$ cat config.mk
export PLATFORM = sky130hd
export DESIGN_NAME = id_hazard_ctrl
export DESIGN_NICKNAME = d
export VERILOG_FILES = /design/src/rtl/id_hazard_ctrl.sv
export SDC_FILE = /design/constraint.sdc
export NUM_CORES = 1
export LEC_CHECK = 0
export CELL_PAD_IN_SITES_DETAIL_PLACEMENT = 1
export CELL_PAD_IN_SITES_GLOBAL_PLACEMENT = 1
export CORE_ASPECT_RATIO = 0.5
export CORE_MARGIN = 1.5
export CORE_UTILIZATION = 39
export CTS_CLUSTER_SIZE = 20
export DETAILED_ROUTE_END_ITERATION = 10
export GPL_TIMING_DRIVEN = 0
export PLACE_DENSITY = 0.86
export SYNTH_ARGS = -nofsm -noshare
export SYNTH_HDL_FRONTEND = slang
export SYNTH_SLANG_ARGS = --single-unit
$ cat constraint.sdc
create_clock -name clk -period 3.45 [get_ports clk]
set_input_delay 0.5175 -clock clk [delete_from_list [all_inputs] [get_ports clk]]
set_output_delay 0.5175 -clock clk [all_outputs]
set_load 0.1 [all_outputs]
$ cat src/rtl/id_hazard_ctrl.sv
// ---------------------------------------------------------------------------
// id_hazard_ctrl
//
// Decode-stage issue controller for the five-stage RV32I pipeline. It owns
// the IF/ID register and sequences instructions into the ID/EX register. It
// inserts bubbles on read-after-write hazards against older in-flight
// instructions, applies branch flushes and EX backpressure, and counts hazard
// bubble cycles.
//
// Ports
//   clk        rising-edge clock
//   rst_n      synchronous active-low reset
//   if_valid   fetch presents an instruction
//   if_instr   fetched instruction (32)
//   if_pc      PC of the fetched instruction (32)
//   if_ready   ID accepts fetch this cycle (combinational)
//   ex_ready   EX accepts a new ID/EX entry this cycle
//   flush      taken branch/jump resolved in EX: kill younger instructions
//   ex_valid   ID/EX entry valid (registered)
//   ex_instr   ID/EX instruction (registered, 32)
//   ex_pc      ID/EX PC (registered, 32)
//   stall_cnt  hazard bubble cycles, wraps (registered, 32)
//
// Build option
//   ID_FORWARD_EN  defined: EX->EX and MEM->EX bypass exists, so only a
//                  load in ID/EX feeding the ID instruction stalls (1 bubble).
//                  undefined: any valid writer in ID/EX or MEM whose rd is
//                  read by the ID instruction stalls until it has left MEM.
// ---------------------------------------------------------------------------
module id_hazard_ctrl (
  input  logic        clk,
  input  logic        rst_n,
  input  logic        if_valid,
  input  logic [31:0] if_instr,
  input  logic [31:0] if_pc,
  output logic        if_ready,
  input  logic        ex_ready,
  input  logic        flush,
  output logic        ex_valid,
  output logic [31:0] ex_instr,
  output logic [31:0] ex_pc,
  output logic [31:0] stall_cnt
);

  localparam logic [6:0] OP_LUI    = 7'b0110111;
  localparam logic [6:0] OP_AUIPC  = 7'b0010111;
  localparam logic [6:0] OP_JAL    = 7'b1101111;
  localparam logic [6:0] OP_JALR   = 7'b1100111;
  localparam logic [6:0] OP_BRANCH = 7'b1100011;
  localparam logic [6:0] OP_LOAD   = 7'b0000011;
  localparam logic [6:0] OP_STORE  = 7'b0100011;
  localparam logic [6:0] OP_IMM    = 7'b0010011;
  localparam logic [6:0] OP_OP     = 7'b0110011;

  // What the pipeline does this cycle, in priority order.
  typedef enum logic [1:0] {
    ACT_FLUSH,
    ACT_HOLD,
    ACT_BUBBLE,
    ACT_ADV
  } act_t;

  function automatic logic writes_rd(input logic [6:0] op);
    logic w;
    w = 1'b0;
    case (op)
      OP_LUI, OP_AUIPC, OP_JAL, OP_JALR, OP_LOAD, OP_IMM, OP_OP: w = 1'b1;
      default: w = 1'b0;
    endcase
    return w;
  endfunction

  function automatic logic reads_rs1(input logic [6:0] op);
    logic r;
    r = 1'b0;
    case (op)
      OP_JALR, OP_BRANCH, OP_LOAD, OP_STORE, OP_IMM, OP_OP: r = 1'b1;
      default: r = 1'b0;
    endcase
    return r;
  endfunction

  function automatic logic reads_rs2(input logic [6:0] op);
    logic r;
    r = 1'b0;
    case (op)
      OP_BRANCH, OP_STORE, OP_OP: r = 1'b1;
      default: r = 1'b0;
    endcase
    return r;
  endfunction

  // IF/ID register
  logic        id_vld;
  logic [31:0] id_instr;
  logic [31:0] id_pc;

  // MEM shadow: only what is needed to see an older writer one stage further
  logic        mem_vld;
  logic [4:0]  mem_rd;
  logic        mem_wr;

  // ID-side decode
  logic [6:0]  id_op;
  logic [4:0]  id_rs1;
  logic [4:0]  id_rs2;
  logic        id_use1;
  logic        id_use2;

  // EX-side decode; ex_wr already excludes rd = x0 so x0 never matches
  logic [6:0]  ex_op;
  logic [4:0]  ex_rd;
  logic        ex_wr;

  logic        match_ex;
  logic        match_mem;
  logic        hazard;
  act_t        act;

  assign id_op   = id_instr[6:0];
  assign id_rs1  = id_instr[19:15];
  assign id_rs2  = id_instr[24:20];
  assign id_use1 = reads_rs1(id_op);
  assign id_use2 = reads_rs2(id_op);

  assign ex_op   = ex_instr[6:0];
  assign ex_rd   = ex_instr[11:7];
  assign ex_wr   = writes_rd(ex_op) & (ex_rd != 5'd0);

  assign match_ex  = (id_use1 & (id_rs1 == ex_rd))  | (id_use2 & (id_rs2 == ex_rd));
  assign match_mem = (id_use1 & (id_rs1 == mem_rd)) | (id_use2 & (id_rs2 == mem_rd));

  // The register file writes through, so WB never needs to be checked.
`ifdef ID_FORWARD_EN
  assign hazard = id_vld & ex_valid & (ex_op == OP_LOAD) & ex_wr & match_ex;
`else
  assign hazard = id_vld & ((ex_valid & ex_wr & match_ex) |
                            (mem_vld  & mem_wr & match_mem));
`endif

  // Flush overrides everything, including an illegal flush under backpressure.
  assign if_ready = flush | (ex_ready & ~hazard);

  always_comb begin
    act = ACT_ADV;
    if (flush) begin
      act = ACT_FLUSH;
    end else if (!ex_ready) begin
      act = ACT_HOLD;
    end else if (hazard) begin
      act = ACT_BUBBLE;
    end
  end

  // ---- IF/ID -> ID/EX -> MEM shadow: control and reset-visible state ----
  always_ff @(posedge clk) begin
    if (!rst_n) begin
      id_vld    <= 1'b0;
      ex_valid  <= 1'b0;
      ex_instr  <= 32'd0;
      ex_pc     <= 32'd0;
      mem_vld   <= 1'b0;
      mem_rd    <= 5'd0;
      mem_wr    <= 1'b0;
      stall_cnt <= 32'd0;
    end else begin
      case (act)
        ACT_FLUSH: begin
          id_vld   <= 1'b0;
          ex_valid <= 1'b0;
          mem_vld  <= ex_valid;
          mem_rd   <= ex_rd;
          mem_wr   <= ex_wr;
        end
        ACT_HOLD: begin
        end
        ACT_BUBBLE: begin
          ex_valid  <= 1'b0;
          mem_vld   <= ex_valid;
          mem_rd    <= ex_rd;
          mem_wr    <= ex_wr;
          stall_cnt <= stall_cnt + 32'd1;
        end
        default: begin
          ex_valid <= id_vld;
          ex_instr <= id_instr;
          ex_pc    <= id_pc;
          mem_vld  <= ex_valid;
          mem_rd   <= ex_rd;
          mem_wr   <= ex_wr;
          id_vld   <= if_valid;
        end
      endcase
    end
  end

  // ---- fetch -> IF/ID data (qualified by id_vld, so no reset needed) ----
  always_ff @(posedge clk) begin
    if (act == ACT_ADV) begin
      id_instr <= if_instr;
      id_pc    <= if_pc;
    end
  end

endmodule

After elaboration in Yosys (flattened, before gate mapping)
Cells that the tools add are included.
{"block": "word_totals", "regBits": 169, "input_bits": 69, "out_inout_bits": 98, "wordCells": 63}
{"block": "op_classes", "add_sub_neg": 1, "n_eq_ne": 20, "n_mux": 8, "n_bitwise": 16, "reduce_logical": 8}
{"cell": "32-bit by 1-bit adder with 32-bit output, second input constant", "count": 1}
{"cell": "7-bit by 6-bit equality test with 1-bit output, second input constant", "count": 4}
{"cell": "7-bit equality test, second input constant", "count": 4}
{"cell": "7-bit by 5-bit equality test with 1-bit output, second input constant", "count": 3}
{"cell": "5-bit equality test", "count": 4}
{"cell": "7-bit by 2-bit equality test with 1-bit output, second input constant", "count": 2}
{"cell": "1-bit AND", "count": 11}
{"cell": "7-bit OR reduction", "count": 1}
{"cell": "3-bit OR reduction", "count": 2}
{"cell": "6-bit OR reduction", "count": 1}
{"cell": "5-bit nonzero test", "count": 1}
{"cell": "2-bit equality test, second input constant", "count": 2}
{"cell": "1-bit two-way mux", "count": 4}
{"cell": "2-bit two-way mux", "count": 2}
{"cell": "1-bit bitwise OR", "count": 4}
{"cell": "1-bit case mux with 2 select lines", "count": 2}
{"cell": "2-bit OR reduction", "count": 2}
{"cell": "2-bit by 1-bit equality test with 1-bit output, second input constant", "count": 1}
{"cell": "2-bit logical NOT", "count": 1}
{"cell": "1-bit inverter", "count": 1}

Logic depth before layout (Yosys ltp)
{"block": "logic_depth", "ltp_word": 14, "ltp_mapped": 8, "mapped_depth_nobuf": 6}

Worst setup path before layout
No wires, ideal clock.
{"block": "synth_timing", "path_type": "flip-flop to output port", "startpoint": "register ex_instr[10]", "endpoint": "output port if_ready", "arrival_time_ns": 2.605, "t_required_ns": 2.932, "path_slack_ns": 0.328, "path_stages_with_launch": 7, "path_buffers": 0, "path_cell_list": "dfxtp_1 xnor2_1 nand4_1 nor4_1 o211a_2 nor3_1 or2_2"}
{"block": "synth_between", "elab_chain_len": 9, "word_cells_on_any_way": 14, "cone_classes": "eq/ne (2); bitwise (11); reduce/logical (1)"}
{"item": "start, declared", "line_no": "40", "text": "output logic [31:0] ex_instr,"}
{"item": "start signal, assigned", "line_no": "186", "text": "ex_instr <= id_instr;"}
{"item": "5-bit equality test or 5-bit nonzero test (tied branches)", "line_no": "130, 128"}
{"item": "1-bit AND, on equally long branches", "line_no": "130, 128"}
{"item": "1-bit bitwise OR or 1-bit AND (tied branches)", "line_no": "130, 137"}
{"item": "1-bit AND *", "line_no": "137", "text": "assign hazard = id_vld & ((ex_valid & ex_wr & match_ex) |"}
{"item": "1-bit bitwise OR *", "line_no": "137"}
{"item": "1-bit AND *", "line_no": "137"}
{"item": "1-bit inverter *", "line_no": "142", "text": "assign if_ready = flush | (ex_ready & ~hazard);"}
{"item": "1-bit AND *", "line_no": "142"}
{"item": "1-bit bitwise OR *", "line_no": "142"}
{"item": "end, declared", "line_no": "36", "text": "output logic if_ready,"}
Every way passes the cells marked *; elsewhere a longest branch is shown, timed or not.

Worst setup path in the final report
{"block": "layout_timing", "startpoint": "register id_instr[4]", "endpoint": "output port if_ready"}
{"block": "layout_between", "elab_chain_len": 11, "word_cells_on_any_way": 23, "cone_classes": "eq/ne (6); mux (2); bitwise (13); reduce/logical (2)"}
{"item": "start, declared", "line_no": "95", "text": "logic [31:0] id_instr;"}
{"item": "start signal, assigned", "line_no": "200", "text": "id_instr <= if_instr;"}
{"item": "7-bit equality test (tied with other cells)", "line_no": "76, 86"}
{"item": "6-bit OR reduction or 3-bit OR reduction (tied branches)", "line_no": "76, 86"}
{"item": "1-bit two-way mux, on equally long branches", "line_no": "76, 86"}
{"item": "1-bit AND, on equally long branches", "line_no": "130, 131"}
{"item": "1-bit bitwise OR, on equally long branches", "line_no": "130, 131"}
{"item": "1-bit AND, on equally long branches", "line_no": "137, 138"}
{"item": "1-bit bitwise OR *", "line_no": "137"}
{"item": "1-bit AND *", "line_no": "137"}
{"item": "1-bit inverter *", "line_no": "142"}
{"item": "1-bit AND *", "line_no": "142"}
{"item": "1-bit bitwise OR *", "line_no": "142"}
Marked as above.

==> metrics.yaml <==
run_status:
  run_status: "complete, no violations"
placed_design:
  hpwl_mm: 14.89
  placed_cell_area_um2: 9076
  finalWeightedCongestion: 0.7985
  place_ws_ns: -0.3578
  portBuffers: 164
clock_tree:
  path_clk_slew_ns: 0.07
  clock-sinks: 169
  htreeDepth: 4
  root_buffer: "clkbuf_16"
  ctsHoldBuffers: 0
  clock_latency_ns: 0.43
  post-cts-setup-buffer-count: 0
  clockBufferDepth: 2
  cts_tree: "done"
  numCtsBuffers: 17
yosys:
  async_flop_share: 0
  synth_area_per_cell_um2: 10.63
  synth-seq-area-share: 0.5634
  syn-instance-count: 672
  synth_nets: 742
  synth_edf_count: 64
  yosysWarnings: 0
  ys_ff_latch: 169
  synthesis.area_um2: 7142
  synth_cell_types: 47
  synth_flop_cell: "dfxtp_1"
setup_path:
  end_kind: "output port"
  crit_type: "reg2out"
  cp-start-kind: "flop"
  cp_max_fo: 3
  cp.required_ns: 2.93
  crit_arrival_ns: 2.84
timing:
  slew-limit-headroom: 0.2916
  hold_viol: 0
  slew_violations: 0
  period_needed_ns: 3.359
  grt_setup_unrepaired: "no"
  min_period_over_period: 0.9735
  layout_setup_ws_ns: 0.09142
  tightest_slew_ns: 1.059
  skew_ns: 0.01333
  setup_viol: 0
  clock.fmax_mhz: 297.7
drt:
  num_vias: 5634
  drtPass1Iterations: 4
  antenna_left: 0
  post-route-drc-count: 0
  vias_per_cell: 5.113
  drt_wl_total_mm: 20.80
  drt-initial-drc-count: 287
  wl_per_cell_um: 18.88
global_routing:
  gr-usage-met2: 0.4026
  grt_pass1_wl_mm: 33.53
  grt_max_degree: 74
  grt_util_all_layers: 0.2258
  grt.busiest_layer: "met2"
  grt_overflow: 0
  met3_usage: 0.04312
  antenna_found_initial: 0
  grt_pass1_vias: 6118
  grt_use_met1: 0.2794
die:
  die_x_um: 194.4
  rows: 34
  io_pins: 167
  start_util: 0.4045
  core_um2: 17650
  die_height_um: 98.69
  dieArea_um2: 19180
final_layout:
  final_nets: 925
  drive_gt1_frac: 0.06221
  antenna_cells: 0
  area_growth_pct: 35.83
  nFillCells: 1922
  utilization: 0.5495
  stdcell_area_um2: 9701
job:
  maxCapViolations: 0
pwr:
  power_density_nw_per_um2: 505.4
  power.total_mw: 4.902
  p_leak_nw: 3.401
  ir_worst_vdd_uv: 365.3
worst_hold_path:
  hp-class: "reg2reg"
[power breakdown]
part	switching, mW	internal (mW)
clock	0.901	1.07
sequential	0.0653	2.17
combinational	0.478	0.218
total	1.44	3.46
[sequential cells by signal, summed over array words and instances (netlist names)]
name       count
ex_valid       1
stall_cnt     32
ex_pc         32
id_pc         32
mem_wr         1
mem_rd         5
id_vld         1
id_instr      32
mem_vld        1
ex_instr      32
[final timing paths]
kind	endpoint	start	slack, ns	depth (start not counted)
max	if_ready	id_instr[4]	0.09	7
min	ex_pc[1]	ex_pc[1]	0.46	2
max reg2reg	id_instr[1]	ex_instr[7]	0.47	6
min reg2reg	ex_pc[1]	ex_pc[1]	0.46	2
[cell usage after synthesis, drive strengths merged, types with 3 or more instances]
cell,count,share of area
a21boi,10,0.011
a21oi,29,0.022
and3,8,0.0070
and4,5,0.0061
buf,9,0.018
clkbuf,28,0.015
dfxtp,105,0.29
edfxtp,64,0.27
inv,5,0.0026
mux2i,95,0.13
nand2,184,0.097
nand2b,29,0.025
nand3,18,0.013
nand4,7,0.0061
nor2,9,0.0051
nor3,8,0.0072
nor4,3,0.0026
o211ai,3,0.0032
o21ai,9,0.0063
xnor2,10,0.012
xor2,10,0.012
[per-layer routing]
| layer | up-vias | routed length, µm |
|---|---|---|
| met5 | - | 0 |
| met4 | 0 | 248 |
| met3 | 19 | 703 |
| met2 | 128 | 10640 |
| met1 | 2794 | 9208 |
| li1 | 2693 | - |
[cell families after synthesis]
logic type	count (synthesis)	share of synthesized area
and+or+nand+nor	282	0.1833
DFF	169	0.5634
muxes	95	0.1331
AOI/OAI and AO/OA	63	0.05851
buffers and inverters	42	0.03539
xor gates and xnor gates	20	0.02453
adders and majority gates	1	0.001752
[critical path, cell delays in order (launching register included)]
cell      delay, ns
edfxtp_1       0.52
and3b_1        0.29
o21bai_1       0.12
or4_4          0.59
a21oi_4        0.20
nor3_1         0.12
or2_2          0.29
clkbuf_4       0.28
[cell type report]
type,count,area (µm²),area share
buffer,37,234.0,0.02412
clock buffer,19,452.9,0.04669
clock inverter,13,146.4,0.01509
inverter,5,18.77,0.001935
multi-input combinational,461,2893,0.2982
sequential,169,4024,0.4148
tap,234,292.8,0.03018
timing repair buffer,164,1639,0.1690
[through the flow]
step | instances | hold slack, ns | TNS (ns)
after global placement | 1070 | 0.4431 | -0.2237
after global routing | 1102 | 0.4777 | 0
after floorplan | 672 | 0.4547 | 0
after detailed placement | 1070 | 0.4544 | -0.3578
final | 1102 | 0.4619 | 0
after CTS | 1102 | 0.4694 | 0
[cell usage in the layout, fill, tap and decap left out, types with 2 or more instances in the layout]
cell type        synthesis  final
clkbuf_1                28     28
nor3_1                   7      7
a211oi_1                 2      2
clkbuf_8                 0      2
o2111ai_2                2      2
nand2b_1                29     29
o211ai_1                 3      3
nor2b_1                  2      2
and3_1                   8      8
nor2_1                   8      8
inv_1                    5      5
nand4_1                  7      7
o21bai_1                 2      2
clkbuf_16                0     17
inv_8                    0      3
inv_6                    0      6
nand3_1                 18     18
xnor2_1                 10     10
dfxtp_1                105    105
edfxtp_1                64     64
buf_2                    2      2
and4_1                   5      5
mux2i_1                 95     95
buf_12                   5      5
o21ai_1                  2      2
nand2_1                184    184
a21oi_1                 28     28
and2_1                   2      2
or4_4                    2      2
o21ai_0                  7      7
xor2_1                  10     10
nor4_1                   3      2
clkdlybuf4s50_1          0    163
a21boi_0                 9      9
[timing repair]
action                                  CTS  global route
endpoints found under the setup margin    1             1
resized for setup                         7             2
cloned                                    0             0
hold endpoints to repair                  0             0
(Power assumes the default switching activity.)
